--- src/rtl/dac_i2s_tx_scheduler.sv ---
// I2S transmit scheduler for the PCM5102A: one-frame holding register, 64-bit BCK frame, xsmt soft-mute sequencing.
// Latency: a frame accepted on s_tvalid/s_tready reaches din at the next frame boundary (worst case one frame later).
// Backpressure: s_tready is high only while the holding register is empty in RUN; it is registered and drops the cycle after a transfer.
module dac_i2s_tx_scheduler #(
    parameter int unsigned BCK_DIV      = 49,
    parameter int unsigned MUTE_FRAMES  = 4,
    parameter logic [15:0] UNDERRUN_SAT = 16'hFFFF
) (
    input  logic        cmn_clk,
    input  logic        cmn_rst,
    input  logic        enable,
    input  logic        s_tvalid,
    output logic        s_tready,
    input  logic [47:0] s_tdata,
    output logic        pcm5102a_bck,
    output logic        pcm5102a_lrck,
    output logic        pcm5102a_din,
    output logic        pcm5102a_xsmt,
    output logic        frame_tick,
    output logic        underrun,
    output logic [15:0] underrun_cnt
);

    localparam logic [1:0] ST_IDLE = 2'd0;
    localparam logic [1:0] ST_RUN  = 2'd1;
    localparam logic [1:0] ST_STOP = 2'd2;

    localparam logic [7:0] DIV_LAST  = 8'(BCK_DIV - 1);
    localparam logic [7:0] MUTE_THR  = 8'(MUTE_FRAMES);

    logic [1:0]  r_state;
    logic [7:0]  r_div;
    logic        r_bck;
    logic        r_lrck;
    logic        r_din;
    logic        r_xsmt;
    logic [5:0]  r_bit_cnt;
    logic [63:0] r_shift;
    logic [47:0] r_hold;
    logic        r_hold_full;
    logic        r_tready;
    logic        r_frame_tick;
    logic        r_underrun;
    logic [15:0] r_underrun_cnt;
    logic [7:0]  r_consec;

    logic        w_div_tc;
    logic        w_fall;
    logic        w_bnd;
    logic        w_start;
    logic        w_stop_done;
    logic        w_load_evt;
    logic        w_xfer;
    logic [5:0]  w_bit_nxt;
    logic [7:0]  w_consec_inc;
    logic [1:0]  w_state_nxt;
    logic        w_hold_full_nxt;

    assign w_div_tc     = (r_div == DIV_LAST);
    // A falling bck event advances the bit position; bit 63 -> 0 is the frame boundary.
    assign w_fall       = (r_state != ST_IDLE) && w_div_tc && r_bck;
    assign w_bnd        = w_fall && (r_bit_cnt == 6'd63);
    // Leaving IDLE behaves like a boundary so the first frame starts cleanly at bit 0.
    assign w_start      = (r_state == ST_IDLE) && enable;
    // STOP only retires at a boundary if enable is still low; otherwise it resumes seamlessly.
    assign w_stop_done  = w_bnd && (r_state == ST_STOP) && !enable;
    assign w_load_evt   = w_start || (w_bnd && !w_stop_done);
    assign w_xfer       = s_tvalid && r_tready;
    assign w_bit_nxt    = r_bit_cnt + 6'd1;
    assign w_consec_inc = (r_consec == 8'hFF) ? r_consec : (r_consec + 8'd1);

    // Next-state selection for the run/stop sequencer.
    always_comb begin
        w_state_nxt = r_state;
        case (r_state)
            ST_IDLE: if (enable) w_state_nxt = ST_RUN;
            ST_RUN:  if (!enable) w_state_nxt = ST_STOP;
            ST_STOP: begin
                if (w_stop_done) begin
                    w_state_nxt = ST_IDLE;
                end else if (enable) begin
                    w_state_nxt = ST_RUN;
                end
            end
            default: w_state_nxt = ST_IDLE;
        endcase
    end

    // Holding register occupancy: a load empties it first, then a same-cycle transfer refills it.
    always_comb begin
        w_hold_full_nxt = r_hold_full;
        if (w_load_evt && r_hold_full) begin
            w_hold_full_nxt = 1'b0;
        end
        if (w_xfer) begin
            w_hold_full_nxt = 1'b1;
        end
    end

    // State register and registered ready, derived from next-cycle occupancy and state.
    always_ff @(posedge cmn_clk or posedge cmn_rst) begin
        if (cmn_rst) begin
            r_state  <= ST_IDLE;
            r_tready <= 1'b0;
        end else begin
            r_state  <= w_state_nxt;
            r_tready <= !w_hold_full_nxt && (w_state_nxt == ST_RUN);
        end
    end

    // One-frame holding register; contents survive IDLE so a held frame plays on re-enable.
    always_ff @(posedge cmn_clk or posedge cmn_rst) begin
        if (cmn_rst) begin
            r_hold      <= '0;
            r_hold_full <= 1'b0;
        end else begin
            if (w_xfer) begin
                r_hold <= s_tdata;
            end
            r_hold_full <= w_hold_full_nxt;
        end
    end

    // BCK divider and serializer; lrck/din move only on falling bck, din lags lrck by one BCK.
    always_ff @(posedge cmn_clk or posedge cmn_rst) begin
        if (cmn_rst) begin
            r_div     <= '0;
            r_bck     <= 1'b0;
            r_bit_cnt <= '0;
            r_lrck    <= 1'b0;
            r_din     <= 1'b0;
        end else if (w_start || w_stop_done) begin
            r_div     <= '0;
            r_bck     <= 1'b0;
            r_bit_cnt <= '0;
            r_lrck    <= 1'b0;
            r_din     <= 1'b0;
        end else if (r_state != ST_IDLE) begin
            r_div <= w_div_tc ? 8'd0 : (r_div + 8'd1);
            if (w_div_tc) begin
                r_bck <= ~r_bck;
            end
            if (w_fall) begin
                r_bit_cnt <= w_bit_nxt;
                r_lrck    <= w_bit_nxt[5];
                // Word bit (n-1) for new count n is the old count; at n=0 this is the previous pad bit.
                r_din     <= r_shift[6'd63 - r_bit_cnt];
            end
        end
    end

    // Shift word reload at each boundary: held stereo frame with 8-bit pads, or silence on underrun.
    always_ff @(posedge cmn_clk or posedge cmn_rst) begin
        if (cmn_rst) begin
            r_shift <= '0;
        end else if (w_load_evt) begin
            r_shift <= r_hold_full ? {r_hold[47:24], 8'h00, r_hold[23:0], 8'h00} : 64'd0;
        end
    end

    // Boundary bookkeeping: tick/underrun pulses, saturating counters and soft-mute control.
    always_ff @(posedge cmn_clk or posedge cmn_rst) begin
        if (cmn_rst) begin
            r_frame_tick   <= 1'b0;
            r_underrun     <= 1'b0;
            r_underrun_cnt <= '0;
            r_consec       <= '0;
            r_xsmt         <= 1'b0;
        end else begin
            r_frame_tick <= w_load_evt;
            r_underrun   <= w_load_evt && !r_hold_full;
            if (w_stop_done) begin
                r_xsmt <= 1'b0;
            end else if (w_load_evt) begin
                if (r_hold_full) begin
                    r_consec <= '0;
                    r_xsmt   <= 1'b1;
                end else begin
                    r_consec <= w_consec_inc;
                    if (r_underrun_cnt != UNDERRUN_SAT) begin
                        r_underrun_cnt <= r_underrun_cnt + 16'd1;
                    end
                    if (w_consec_inc >= MUTE_THR) begin
                        r_xsmt <= 1'b0;
                    end
                end
            end
        end
    end

    assign s_tready      = r_tready;
    assign pcm5102a_bck  = r_bck;
    assign pcm5102a_lrck = r_lrck;
    assign pcm5102a_din  = r_din;
    assign pcm5102a_xsmt = r_xsmt;
    assign frame_tick    = r_frame_tick;
    assign underrun      = r_underrun;
    assign underrun_cnt  = r_underrun_cnt;

endmodule

--- config.mk ---
export PLATFORM = sky130hd
export DESIGN_NAME = dac_i2s_tx_scheduler
export DESIGN_NICKNAME = d
export VERILOG_FILES = /design/src/rtl/dac_i2s_tx_scheduler.sv
export SDC_FILE = /design/constraint.sdc
export NUM_CORES = 1
export LEC_CHECK = 0
export BUFFER_PORTS_ARGS = -buffer_cell sky130_fd_sc_hd__clkbuf_2
export CORE_ASPECT_RATIO = 0.9
export CORE_MARGIN = 10
export CORE_UTILIZATION = 35
export CTS_CLUSTER_DIAMETER = 100
export DETAILED_ROUTE_END_ITERATION = 10
export RECOVER_POWER = 25
export SETUP_SLACK_MARGIN = 0.5
export SYNTH_ARGS = -nofsm -noshare
export SYNTH_HDL_FRONTEND = slang
export SYNTH_SLANG_ARGS = --single-unit
--- constraint.sdc ---
create_clock -name cmn_clk -period 12.3 [get_ports cmn_clk]
set_input_delay 0.615 -clock cmn_clk [delete_from_list [all_inputs] [get_ports cmn_clk]]
set_output_delay 0.615 -clock cmn_clk [all_outputs]
set_load 0.005 [all_outputs]
==> results.yml, run 1 <==
status:
  status: "finished, violations left"
  violations: "capacitance limit, slew limit"
logic_synthesis:
  syn-instance-count: 599
  dominantRegCellSynth: "dfrtp_1"
  post_synth_xor_xnor_area: 0.0336
  adder_cell_area_share_of_the_yosys_netlist: 0.00960
  yosys_register_bits: 143
  syn_area_per_cell_sq_um: 10.9
  synth_area_in_compound_gates: 0.0438
  yosys.cell_types.count: 57
  number_of_warnings_issued_by_yosys: 0
  dominant_combinational_cell_family_by_area_after_synthesis: "simple AND/OR/NAND/NOR gates"
  synth.net_count: 656
  postSynth.asyncResetShare: 1.00
  post_synth_mux_area_share: 0.136
  count_of_flip_flops_with_a_built_in_enable_after_synthesis: 0
  post_synth_instance_area_sq_um: 6510
  post_synth_and_or_nand_nor_area_fraction: 0.200
  seq_area_frac_synth: 0.549
placed_design:
  hpwl_microns: 9570
  postPlaceCellArea_sq_um: 7050
  pre_cts_slack_ns: 8.30
  place.gp.congestion: 0.796
  place.port_buffers: 74
  dp.cells: 884
power:
  powerDensity_nw_per_um2: 186
  p_leak_nw: 3.55
  vdd.ir_drop.worst_mv: 0.0969
  p_int_mw: 1.01
  power_mw: 1.42
  power_switching_mw: 0.402
  pwr-share-seq: 0.482
  clock_power_share: 0.357
  switching_share: 0.284
  comb_power_share: 0.160
drt:
  antenna_violating_nets_post_route: 0
  detail_route.first_pass.iterations: 6
  drt-vias-per-instance: 5.05
  post-route-drc-count: 0
  top_signal_layer_used: "met4"
  detail_route.wirelength_microns: 13900
  wl_per_cell_microns: 15.2
  met3_wirelength_microns: 703
  route.vias.total: 4622
  initialDrtViolationCount: 275
  wirelength_met1_microns: 6700
  wl_met2_microns: 6410
layout:
  non_filler_instances: 915
  insertedDiodeCount: 0
  layout.nets: 715
  area_delta_synth_final_pct: 17.1
  final_core_utilization: 0.416
  fraction_of_layout_cells_with_a_size_suffix_above_1: 0.267
  postLayoutCellArea_sq_um: 7630
sta:
  max_slew.worst_pin.slew_ns: 4.04
  report.final.slew_viol_count: 93
  rsz0062_at_grt: "false"
  fin_crit_ns: 3.93
  setup_tns_final_ns: 0
  whs_ns: 0.426
  timing_hold_violations_final: 0
  timing.clock.skew_ns: 0.00885
  max_freq_ghz: 0.254
  final_min_period_over_clock_period: 0.320
  finalSetupViolCount: 0
  slew-limit-headroom: -1.71
  post-route-worst-setup-slack_ns: 8.37
floorplanning:
  die_area_sq_um: 24500
  dieWidth_microns: 164
  placeableCoreArea_sq_um: 18300
  fp-row-count: 47
  chipHeight_microns: 149
  top_level_ports: 75
  initial_util: 0.355
min_path:
  hold_path.class: "input port to flop"
critical_path:
  worstPathMaxFanout: 59
  worst_ep_required_time_ns: 12.64
  critical_path.startpoint_type: "flop"
  worst_ep_arrival_time_ns: 4.27
  crit_type: "flop to flop"
  endpoint_kind: "flop"
cts:
  cts_tree: "yes"
  clk-insertion-delay-late_ns: 0.42
  cts.reportedPaths.clkPinSlew_ns: 0.06
  clock_tree.root_cell: "clkbuf_16"
  cts_num_sinks: 143
  cts_setup_buffers: 0
  cts_buffer_depth: 2
  cts_repair_resizes: 0
  post_cts_hold_buffer_count: 0
  clock_tree.htree_level_count: 4
  cts_made_buffers: 17
grt:
  grt_antenna_before_repair: 0
  grt_start_max_net_pins: 93
  first_global_vias: 4787
  globalRouteTotalUtil: 0.120
  grt_overflow_total: 0
  grt_pass1_wl_microns: 24100
flow_run:
  cap_violations: 1
[power groups by stage]
stage	combinational (mW)	sequential, mW	clock [mW]
floorplan	0.193	0.648	0
global placement	0.221	0.686	0
detailed placement	0.232	0.693	0
CTS	0.234	0.684	0.520
global route	0.260	0.703	0.543
finish	0.227	0.683	0.506
[registers in the layout, summed over array words and instances, names as in the netlist]
| signal | flops |
|---|---|
| r_hold | 48 |
| r_shift | 48 |
| underrun_cnt | 16 |
| r_consec | 8 |
| r_div | 8 |
| r_bit_cnt | 5 |
| r_state | 2 |
| frame_tick | 1 |
| pcm5102a_bck | 1 |
| pcm5102a_din | 1 |
| pcm5102a_lrck | 1 |
| pcm5102a_xsmt | 1 |
| r_hold_full | 1 |
| s_tready | 1 |
| underrun | 1 |
[critical path: stages (launching register included)]
cell     delay (ns)
dfrtp_1        1.02
ha_1           0.34
nand4_1        0.12
or4_4          0.57
a21o_2         0.59
inv_2          0.81
a41oi_1        0.24
nor2_1         0.14
[cell usage after synthesis, types with 6 or more instances]
master / number / area share
nand4_1: 12 / 0.012
nand3_1: 68 / 0.052
nand2_1: 115 / 0.066
dfrtp_1: 143 / 0.55
xor2_1: 9 / 0.012
xnor2_1: 16 / 0.022
nor3_1: 7 / 0.0054
mux4_2: 8 / 0.028
a21oi_1: 8 / 0.0061
a31oi_1: 8 / 0.0077
nor2_1: 34 / 0.020
buf_1: 6 / 0.0035
clkbuf_1: 16 / 0.0092
and3_1: 11 / 0.011
buf_2: 11 / 0.0085
mux2i_1: 13 / 0.020
mux2_2: 50 / 0.086
[per-layer routing]
| metal | vias to the layer above | track usage |
|---|---|---|
| met5 | - | 0 |
| met4 | 0 | 0.0313 |
| met3 | 12 | 0.0401 |
| met2 | 106 | 0.188 |
| met1 | 2282 | 0.158 |
| li1 | 2222 | - |
[cells by family (layout without fill, tap and decap cells)]
group,count (synthesis),after routing
xor gates and xnor gates,25,25
DFF,143,143
AOI/OAI and AO/OA,39,39
buffers and inverters,41,112
adders and majority gates,5,5
and+or+nand+nor,274,274
muxes,72,72
[final timing paths]
path | start | to | slack, ns | cells past startpoint
max in group asynchronous | cmn_rst | r_hold_full | 8.92 | 2
max | r_bit_cnt[0] | r_consec[5] | 8.37 | 7
max reg2reg | r_bit_cnt[0] | r_consec[5] | 8.37 | 7
min reg2reg | r_shift[60] | r_shift[60] | 0.46 | 2
min in group asynchronous | cmn_rst | r_shift[14] | 1.39 | 2
min | s_tdata[38] | r_hold[38] | 0.43 | 2
[cell type report]
type,instances,area [sq um]
fill,1794,10700
sequential,143,3580
multi-input combinational,415,2760
clock buffer,20,447
timing repair buffer,75,377
tap,245,307
clock inverter,11,134
inverter,6,23.8
[placed cells by master, fill, tap and decap left out, types with 4 or more instances in the layout]
master,n
xnor2_1,16
clkinv_4,4
nand2_1,114
nor2_1,34
dfrtp_1,142
nand4_1,12
xor2_1,9
inv_1,4
a31oi_1,8
mux4_2,8
nor3_1,7
and3_1,11
clkbuf_16,17
ha_1,5
clkbuf_2,73
a21oi_1,8
mux2_2,50
nand3_1,68
mux2i_1,13
Note: power is estimated with default switching activity, not from simulation.
==> inputs of run 2 (changes only) <==
Clock period 12.3 ns to 3.6 ns, I/O delays scaled along.
==> results.yml, run 2 (synthesis gave the netlist of run 1 again) <==
sta:
  finalSetupViolCount: 0
  whs_ns: 0.00755
  setup_tns_final_ns: 0
  timing.clock.skew_ns: 0.0127
  slew-limit-headroom: 0.0236
  max_freq_ghz: 0.376
  timing_hold_violations_final: 0
  rsz0062_at_grt: "false"
  post-route-worst-setup-slack_ns: 0.940
  max_slew.worst_pin.slew_ns: 1.46
  fin_crit_ns: 2.66
  final_min_period_over_clock_period: 0.739
  report.final.slew_viol_count: 0
critical_path:
  crit_type: "flop to flop"
  worst_ep_arrival_time_ns: 2.96
  cp_num_buf_inv: 1
  critical_path.startpoint_type: "flop"
  cpLargestDelayFamily: "simple AND/OR/NAND/NOR gates"
  setup.reg_to_reg.worst_slack_ns: 0.94
  rr_worst_depth: 7
  critPathSlowestCell: "a211oi_4"
  crit_path_max_incr_delay_ns: 0.66
  endpoint_kind: "flop"
  crit_path_cell_trace: "inv_1, ha_1, nand4bb_1, or4_4, a211oi_4, nand2_2, mux2_4"
  rr_endpoint: "underrun_cnt[1]"
  reg2reg_from: "r_div[0]"
  worst_ep_required_time_ns: 3.90
  worstPathMaxFanout: 16
grt:
  grt_start_max_net_pins: 113
  globalRouteTotalUtil: 0.124
  grt_overflow_total: 0
  grt_antenna_before_repair: 0
  first_global_vias: 4993
  grt_pass1_wl_microns: 24900
layout:
  fraction_of_layout_cells_with_a_size_suffix_above_1: 0.230
  area_delta_synth_final_pct: 23.4
  postLayoutCellArea_sq_um: 8040
  layout.nets: 760
  final_cell_mix: "dfrtp_1, nand2_1, nand3_1"
  non_filler_instances: 961
  fillCellCount: 1777
  layout_commonest_cell: "dfrtp_1"
  insertedDiodeCount: 0
  final_core_utilization: 0.438
flow_run:
  cap_violations: 1
placed_design:
  place.port_buffers: 74
  dp.cells: 889
  pre_cts_slack_ns: 0.958
  hpwl_microns: 9800
  place.gp.congestion: 0.778
  postPlaceCellArea_sq_um: 7110
power:
  clock_power_share: 0.343
  power_mw: 4.79
  comb_power_share: 0.170
  switching_share: 0.289
  p_int_mw: 3.41
  powerDensity_nw_per_um2: 596
  pwr-share-seq: 0.487
  vdd.ir_drop.worst_mv: 0.474
  p_leak_nw: 3.67
  power_switching_mw: 1.38
cts:
  clock_tree.htree_level_count: 4
  cts_tree: "yes"
  cts.reportedPaths.clkPinSlew_ns: 0.07
  cts_num_sinks: 143
  clock_tree.root_cell: "clkbuf_16"
  cts_setup_buffers: 0
  cts_made_buffers: 17
  cts_buffer_depth: 2
  clk-insertion-delay-late_ns: 0.42
floorplanning:
  placeableCoreArea_sq_um: 18300
  fp-row-count: 47
  die_area_sq_um: 24500
  chipHeight_microns: 149
  initial_util: 0.355
  top_level_ports: 75
  dieWidth_microns: 164
drt:
  antenna_violating_nets_post_route: 0
  wl_per_cell_microns: 15.2
  detail_route.first_pass.iterations: 5
  post-route-drc-count: 0
  detail_route.wirelength_microns: 14600
  initialDrtViolationCount: 222
  drt-vias-per-instance: 4.96
  route.vias.total: 4764
min_path:
  worstHoldEndpoint: "r_hold[21]"
  hold_path.startpoint: "s_tdata[21]"
  hold_path.class: "input port to flop"
  worstHoldPathCells: 2
status:
  status: "finished, violations left"
  violations: "capacitance limit"
run 2: final cells by class:
cell class,instances,area [sq um],share of cell area
repair buffers,120,817,0.102
flip-flops and latches,143,3580,0.445
clock buffers,21,440,0.0548
inverters,6,23.8,0.00296
multi-input cells,415,2760,0.343
clock inverters,11,110,0.0137
well taps,245,307,0.0381
run 2: timing repair:
| item | CTS | global route |
|---|---|---|
| hold buffers | 39 | 1 |
| endpoints found under the hold margin | 69 | 1 |
| gates resized for setup | 0 | 0 |
| setup endpoints to repair | 0 | 0 |
run 2: worst register-to-register path, stage by stage, from the launching register on:
cell,delay [ns]
dfrtp_1,0.39
inv_1,0.09
ha_1,0.15
nand4bb_1,0.19
or4_4,0.57
a211oi_4,0.66
nand2_2,0.15
mux2_4,0.34
run 2: power groups by stage:
stage | sequential, mW | clock [mW] | combinational [mW]
3_5_place_dp | 2.36 | 0 | 0.806
6_report | 2.33 | 1.64 | 0.816
3_3_place_gp | 2.33 | 0 | 0.766
4_1_cts | 2.33 | 1.68 | 0.846
2_1_floorplan | 2.21 | 0 | 0.661
5_1_grt | 2.39 | 1.75 | 0.927
run 2: worst max path at each step:
| stage | from | end | slack [ns] | cells past startpoint |
|---|---|---|---|---|
| 6_report | r_div[0] | underrun_cnt[1] | 0.94 | 7 |
| 5_1_grt | r_div[0] | underrun_cnt[1] | 0.78 | 7 |
| 4_1_cts | r_div[0] | underrun_cnt[1] | 0.95 | 7 |
| 3_5_place_dp | r_div[0] | underrun_cnt[1] | 0.96 | 7 |
| 3_3_place_gp | r_div[0] | underrun_cnt[1] | 1.05 | 7 |
| 2_1_floorplan | r_div[0] | underrun_cnt[1] | 1.44 | 7 |
run 2: layer usage:
layer | vias to the layer above | GRT usage | wire length, microns
li1 | 2309 | - | -
met1 | 2336 | 0.162 | 6680
met2 | 108 | 0.198 | 7090
met3 | 11 | 0.0349 | 679
met4 | 0 | 0.0366 | 127
met5 | - | 0 | 0
==> inputs of run 3 (changes only) <==
Clock period 3.6 ns to 2.2 ns, I/O delays scaled along.
==> results.yml, run 3 (synthesis gave the netlist of run 1 again) <==
placed_design:
  postPlaceCellArea_sq_um: 7400
  place.gp.congestion: 0.825
  hpwl_microns: 10400
  place.port_buffers: 74
critical_path:
  cp_num_buf_inv: 1
  crit_path_max_incr_delay_ns: 0.53
  worst_ep_required_time_ns: 2.51
  worst_ep_arrival_time_ns: 2.54
  worstPathMaxFanout: 5
  crit_path_cell_trace: "or3b_4, or4_4, a211oi_4, buf_12, nand2_4, mux2_4"
  crit_type: "flop to flop"
  reg2reg_from: "r_div[3]"
  cpLargestDelayFamily: "simple AND/OR/NAND/NOR gates"
  endpoint_kind: "flop"
  setup.reg_to_reg.worst_slack_ns: -0.03
  critPathSlowestCell: "or4_4"
  critical_path.startpoint_type: "flop"
  rr_endpoint: "underrun_cnt[1]"
  rr_worst_depth: 6
flow_run:
  cap_violations: 1
min_path:
  hold_path.startpoint: "s_tvalid"
  worstHoldPathCells: 4
  worstHoldEndpoint: "r_hold_full"
  hold_path.class: "input port to flop"
floorplanning:
  top_level_ports: 75
  fp-row-count: 47
  die_area_sq_um: 24500
  dieWidth_microns: 164
  chipHeight_microns: 149
  placeableCoreArea_sq_um: 18300
  initial_util: 0.355
grt:
  first_global_vias: 5108
  grt_pass1_wl_microns: 25600
  globalRouteTotalUtil: 0.128
  grt_start_max_net_pins: 57
  grt_antenna_before_repair: 0
  grt_overflow_total: 0
drt:
  route.vias.total: 5122
  initialDrtViolationCount: 327
  detail_route.wirelength_microns: 16600
  drt-vias-per-instance: 4.95
  wl_per_cell_microns: 16.0
  detail_route.first_pass.iterations: 5
  post-route-drc-count: 0
  antenna_violating_nets_post_route: 0
power:
  powerDensity_nw_per_um2: 903
  p_leak_nw: 4.29
  p_int_mw: 5.99
  clock_power_share: 0.331
  comb_power_share: 0.225
  power_switching_mw: 2.62
  vdd.ir_drop.worst_mv: 0.649
  switching_share: 0.304
  pwr-share-seq: 0.443
layout:
  layout.nets: 833
  fillCellCount: 1580
  layout_commonest_cell: "dfrtp_1"
  area_delta_synth_final_pct: 46.2
  area_used_by_multi_input_combinational_logic_sq_um: 3240
  final_cell_mix: "dfrtp_1, nand2_1, clkbuf_2"
  ff_latch_area_sq_um: 3580
  postLayoutCellArea_sq_um: 9520
  fraction_of_layout_cells_with_a_size_suffix_above_1: 0.421
sta:
  report.final.slew_viol_count: 33
  final_min_period_over_clock_period: 1.02
  max_slew.worst_pin.slew_ns: 1.55
  rsz0062_at_grt: "true"
  max_freq_ghz: 0.448
  setup_tns_final_ns: -0.109
  slew-limit-headroom: -0.0419
  fin_crit_ns: 2.23
  timing.clock.skew_ns: 0.0129
  finalSetupViolCount: 6
  post-route-worst-setup-slack_ns: -0.0345
  timing_hold_violations_final: 0
cts:
  cts.reportedPaths.clkPinSlew_ns: 0.06
  cts_buffer_depth: 2
  cts_tree: "yes"
  cts_made_buffers: 17
  clock_tree.root_cell: "clkbuf_16"
  clk-insertion-delay-late_ns: 0.43
  cts_num_sinks: 143
  clock_tree.htree_level_count: 4
status:
  violations: "capacitance limit, slew limit, setup timing"
  status: "finished, violations left"
[run 3: worst register-to-register path, delay by kind of cell (launching register included)]
kind	cells	cell delay (ns)
and+or+nand+nor	3	0.97
muxes	1	0.30
buffers and inverters	1	0.17
DFF	1	0.38
AOI/OAI and AO/OA	1	0.31
[run 3: stage by stage]
stage | worst slack [ns] | hold WS (ns) | instances | util | total power [mW]
6_report | -0.0345 | 0.127 | 1035 | 0.519 | 8.60
2_1_floorplan | 0.0751 | 0.173 | 599 | - | 4.72
3_5_place_dp | -0.0570 | 0.294 | 913 | 0.403 | 5.27
3_3_place_gp | 0.00423 | 0.283 | 913 | 0.403 | 5.17
4_1_cts | -0.0689 | 0.136 | 1014 | 0.481 | 8.33
5_1_grt | -0.112 | 0.159 | 1034 | 0.519 | 9.06
[run 3: what timing repair did]
action,in CTS,in global routing
resized for setup,36,98
setup endpoints to repair,92,93
buffers inserted,17,11
hold buffers,50,0
endpoints found under the hold margin,80,0
cloned,2,9
pin swaps,18,79
[run 3: per-layer routing]
| metal | track usage | share of wire | vias to the layer above | wire length [microns] |
|---|---|---|---|---|
| met3 | 0.0387 | 0.041 | 11 | 685 |
| li1 | - | - | 2458 | - |
| met2 | 0.208 | 0.51 | 107 | 8380 |
| met5 | 0 | 0 | - | 0 |
| met1 | 0.165 | 0.45 | 2546 | 7390 |
| met4 | 0.0304 | 0.0068 | 0 | 112 |
[run 3: worst max path at each step]
stage	start	end	depth (start not counted)
final	r_div[3]	underrun_cnt[1]	6
after global routing	r_div[3]	underrun_cnt[5]	7
after CTS	r_div[3]	underrun_cnt[7]	7
after detailed placement	r_div[1]	underrun_cnt[1]	8
after global placement	r_div[0]	underrun_cnt[1]	8
after floorplan	r_div[2]	underrun_cnt[1]	5
[run 3: area by class of cell]
cell class	instances	area share
flip-flops and latches	143	0.376
clock buffers	18	0.0461
diodes	1	0.000263
clock inverters	14	0.0155
inverters	6	0.00381
well taps	245	0.0322
multi-input cells	415	0.340
repair buffers	193	0.186
[run 3: power groups by stage]
stage	clock, mW	sequential (mW)	combinational (mW)
after detailed placement	0	3.79	1.48
after floorplan	0	3.62	1.10
after CTS	2.91	3.74	1.68
final	2.85	3.82	1.94
after global placement	0	3.75	1.42
after global routing	3.03	3.90	2.14
